--- config.mk ---
export PLATFORM = sky130hd
export DESIGN_NAME = layer7_loop_ctrl
export DESIGN_NICKNAME = d
export VERILOG_FILES = /design/src/rtl/layer7_loop_ctrl.sv
export SDC_FILE = /design/constraint.sdc
export NUM_CORES = 1
export LEC_CHECK = 0
export ABC_AREA = 1
export BUFFER_PORTS_ARGS = -buffer_cell sky130_fd_sc_hd__buf_2
export CORE_MARGIN = 2
export CORE_UTILIZATION = 45
export CTS_BUF_LIST = sky130_fd_sc_hd__clkbuf_4 sky130_fd_sc_hd__clkbuf_8 sky130_fd_sc_hd__clkbuf_16
export CTS_CLUSTER_SIZE = 8
export DETAILED_ROUTE_END_ITERATION = 10
export PLACE_DENSITY_LB_ADDON = 0.05
export SETUP_SLACK_MARGIN = 0.1
export SLEW_MARGIN = 20
export SYNTH_ARGS = -nofsm -noshare
export SYNTH_HDL_FRONTEND = slang
export SYNTH_SLANG_ARGS = --single-unit
--- constraint.sdc ---
create_clock -name clk -period 2.99 [get_ports clk]
set_input_delay 0.4485 -clock clk [delete_from_list [all_inputs] [get_ports clk]]
set_output_delay 0.4485 -clock clk [all_outputs]
set_load 0.05 [all_outputs]
--- src/rtl/layer7_loop_ctrl.sv ---
// Layer-7 convolution loop-nest sequencer: walks (u, x, y, k) with k innermost, tracks datapath latency for write-back.
// Taps issue one per cycle when not stalled; the latency shift register free-runs so stall never delays write-back.
module layer7_loop_ctrl #(
   parameter int X_LAST    = 14,
   parameter int Y_LAST    = 14,
   parameter int U_LAST    = 4,
   parameter int K_LAST    = 8,
   parameter int DRAIN_CYC = 3
) (
   input  logic       clk,
   input  logic       rst,
   input  logic       start,
   input  logic       abort,
   input  logic       stall,
   output logic [4:0] x,
   output logic [4:0] y,
   output logic [2:0] u,
   output logic [3:0] k,
   output logic       tap_valid,
   output logic       acc_first,
   output logic       acc_last,
   output logic       wb_valid,
   output logic       busy,
   output logic       done
);

   localparam int CW = (DRAIN_CYC > 1) ? $clog2(DRAIN_CYC) : 1;

   typedef enum logic [1:0] {IDLE, RUN, DRAIN, DONE} state_t;

   state_t               state_q;
   logic [4:0]           x_q, y_q;
   logic [2:0]           u_q;
   logic [3:0]           k_q;
   logic [CW-1:0]        cnt_q;
   logic [DRAIN_CYC-1:0] wb_sr_q, wb_sr_d;

   logic k_end, y_end, x_end, u_end;

   assign k_end = (k_q == 4'(K_LAST));
   assign y_end = (y_q == 5'(Y_LAST));
   assign x_end = (x_q == 5'(X_LAST));
   assign u_end = (u_q == 3'(U_LAST));

   assign tap_valid = (state_q == RUN) && !stall;
   assign acc_first = tap_valid && (k_q == 4'd0);
   assign acc_last  = tap_valid && k_end;
   assign busy      = (state_q != IDLE);
   assign done      = (state_q == DONE);
   assign wb_valid  = wb_sr_q[DRAIN_CYC-1];

   assign x = x_q;
   assign y = y_q;
   assign u = u_q;
   assign k = k_q;

   // Shift form works for DRAIN_CYC == 1 too, where no lower slice exists.
   assign wb_sr_d = (wb_sr_q << 1) | DRAIN_CYC'(acc_last);

   always_ff @(posedge clk) begin
      if (rst || abort) begin
         state_q <= IDLE;
         x_q     <= '0;
         y_q     <= '0;
         u_q     <= '0;
         k_q     <= '0;
         cnt_q   <= '0;
         wb_sr_q <= '0;
      end else begin
         wb_sr_q <= wb_sr_d;
         case (state_q)
            IDLE: begin
               if (start) state_q <= RUN;
            end
            RUN: begin
               if (!stall) begin
                  if (!k_end) begin
                     k_q <= k_q + 4'd1;
                  end else begin
                     k_q <= '0;
                     if (!y_end) begin
                        y_q <= y_q + 5'd1;
                     end else begin
                        y_q <= '0;
                        if (!x_end) begin
                           x_q <= x_q + 5'd1;
                        end else begin
                           x_q <= '0;
                           if (!u_end) begin
                              u_q <= u_q + 3'd1;
                           end else begin
                              u_q     <= '0;
                              cnt_q   <= '0;
                              state_q <= DRAIN;
                           end
                        end
                     end
                  end
               end
            end
            DRAIN: begin
               if (cnt_q == CW'(DRAIN_CYC - 1)) state_q <= DONE;
               else                             cnt_q   <= cnt_q + 1'b1;
            end
            DONE:    state_q <= IDLE;
            default: state_q <= IDLE;
         endcase
      end
   end

endmodule

==> results by group <==
Timing
  • Final critical-path share of the clock period: 0.719
  • Final setup fails: 0
  • Final Critical Period: 2150 ps
  • TNS Setup: 0 ps
  • Worst-margin pin slew: 839 ps
  • Setup Skew: 9.31 ps
  • Unrepaired setup endpoints after global routing: false
  • Max Clock Freq: 465 MHz
  • Final hold violation count: 0
  • Fin. max-slew vios: 0
  • Slew HR: 0.439

Logic synthesis
  • Top post-synthesis cells by area: dfxtp_1 (35%), ha_1 (12%), nand2_1 (9.3%)
  • Most common cell in the synthesized netlist: nand2_1
  • Synth top area share: 0.349
  • Syn_area_per_cell: 7.37 sq um
  • Post-synth top area cell: dfxtp_1
  • Synth unique cells: 25
  • Post-synth top cells: nand2_1 (34), inv_1 (32), nor2_1 (27)
  • Mapped cell area: 1380 sq um
  • Post-synth EDFFs: 0
  • Mapped Cells: 187
  • Post-synthesis sequential area ratio: 0.349
  • Ys flop type: dfxtp_1
  • #FFs+latches synth: 24
  • Yosys warns: 0
  • Net count after synthesis: 205
  • Async SR Flop Fraction: 0

Clock network
  • Clock buffer depth: 2
  • Clock root buffer: clkbuf_4
  • # hold bufs at CTS: 0
  • Setup Fix Bufs, Post-CTS: 0
  • Post_cts resized: 0
  • CTS sink cnt: 24
  • Clock buffer count from CTS: 3
  • Htree depth: 1
  • Worst skew pair latency: 320 ps
  • CTS tree: yes
  • Clk pin slew, worst setup/hold paths: 150 ps

Placement
  • DPL Wire Length: 2120 microns
  • Dpl cells: 246
  • IO Port Bufs: 27
  • Routability cong.: 0.803

Power
  • Sw Pwr: 0.189 mW
  • Pleak: 0.812 nW
  • Internal power: 0.436 mW
  • Logic gate share of total power: 0.182
  • Sw frac: 0.302
  • Sequential power share: 0.530
  • Pwr Total: 0.625 mW
  • Clk pwr share: 0.288
  • Maximum VDD drop: 0.000184 V
  • Power per standard cell area: 394 nW/um^2

GRT
  • Largest net degree at the start of global routing: 14
  • First-pass GRT wire length: 4620 microns
  • Initial antenna violation count: 0
  • Vias in the first global route: 1118
  • Total grt overflow: 0
  • GRT Util Overall: 0.166

Setup path
  • Crit path kind: reg2out
  • Max Fanout on Critical Path: 7
  • Crit start category: flop
  • Crit end category: output port
  • CP Data Required Time: 2540 ps
  • Critical Path AT: 1700 ps

Die
  • Initial core utilization: 0.463
  • Die X-Extent: 59.3 microns
  • Ports: 28
  • Die height: 59.3 microns
  • Die area: 3520 sq um
  • Row cnt: 20
  • Core area: 2980 sq um

Routing
  • DR pass1 iterations: 4
  • Via count: 1208
  • Residual DRC: 0
  • Routed Antenna Nets: 0
  • Detailed Route WL: 2630 microns
  • Wire per inst: 10.5 microns
  • Number of DRC markers in iteration 0: 19
  • Vias per cell: 4.83

Status
  • Status: finished clean

Finish
  • Layout Nets: 236
  • Ant. Diodes: 0
  • Post-Layout Cell Count: 250
  • Share of cells above drive strength 1: 0.212
  • Syn-to-layout area delta: 15.2%

Hold path
  • Min-delay worst type: reg2reg

Job
  • Max-cap viol count: 0
==> power by group through the flow <==
| stage | combinational, mW | sequential (mW) | clock (mW) |
|---|---|---|---|
| floorplan | 0.0900 | 0.339 | 0 |
| global placement | 0.112 | 0.337 | 0 |
| detailed placement | 0.115 | 0.338 | 0 |
| CTS | 0.115 | 0.331 | 0.185 |
| global route | 0.130 | 0.332 | 0.201 |
| finish | 0.114 | 0.331 | 0.180 |
==> critical path: stages (launching register included) <==
cell and delay, ps:
dfxtp_1 370, inv_1 80, ha_1 310, nand2_4 130, nor2_4 190, buf_2 290
==> through the flow <==
| stage | util | hold slack [ps] | setup WS [ps] | cell area, sq um |
|---|---|---|---|---|
| 2_1_floorplan | - | 394 | 631 | 1380 |
| 4_1_cts | 0.533 | 418 | 817 | 1590 |
| 3_5_place_dp | 0.521 | 404 | 1190 | 1550 |
| 5_1_grt | 0.533 | 424 | 694 | 1590 |
| 6_report | 0.533 | 410 | 839 | 1590 |
| 3_3_place_gp | 0.521 | 398 | 1240 | 1550 |
==> registers in the layout, summed over array words and instances, names as in the netlist <==
register and flops:
k 4, state_q 2, wb_sr_q 3, y 5
x 5, u 3, cnt_q 2
==> cells in the final DEF (no fill, tap or decap), types with 3 or more instances in the layout <==
| master | synthesis | routed |
|---|---|---|
| a21oi_1 | 7 | 7 |
| buf_2 | 0 | 27 |
| clkbuf_4 | 0 | 3 |
| dfxtp_1 | 24 | 24 |
| ha_1 | 13 | 13 |
| inv_1 | 32 | 32 |
| nand2_1 | 34 | 34 |
| nand2_4 | 3 | 3 |
| nand3_1 | 10 | 10 |
| nand4_1 | 5 | 5 |
| nor2_1 | 27 | 27 |
| nor2_2 | 3 | 3 |
| nor3_1 | 3 | 3 |
| o21ai_0 | 4 | 4 |
| o21ai_1 | 3 | 3 |
| xor2_1 | 4 | 4 |
==> kinds of logic (layout without fill, tap and decap cells) <==
family                     count (synthesis)  after routing  synth area share
adders and majority gates                 13             13             0.118
xor gates and xnor gates                   6              6            0.0381
buffers and inverters                     34             64            0.0935
and+or+nand+nor                           92             92             0.328
DFF                                       24             24             0.349
AOI/OAI and AO/OA                         18             18            0.0736
==> routing by layer <==
layer	vias up	wire (microns)	global-route usage
li1	644	-	-
met1	544	1230	0.213
met2	18	1330	0.295
met3	2	60	0.0197
met4	0	10	0.0390
met5	-	0	0
==> final cells by class <==
cell class | count | area (sq um)
multi-input cells | 129 | 768
fillers | 306 | 1390
well taps | 33 | 41.3
flip-flops and latches | 24 | 480
clock buffers | 4 | 36.3
repair buffers | 27 | 135
inverters | 33 | 125
==> path summary, 6_finish.rpt <==
path	start	end	slack, ps	cells past startpoint
setup / recovery	state_q[1]	acc_last	840	5
hold / removal	wb_sr_q[1]	wb_sr_q[2]	410	2
setup reg to reg	state_q[1]	x[0]	1320	9
hold reg to reg	wb_sr_q[1]	wb_sr_q[2]	410	2
Power figures use the tool's default switching activity.
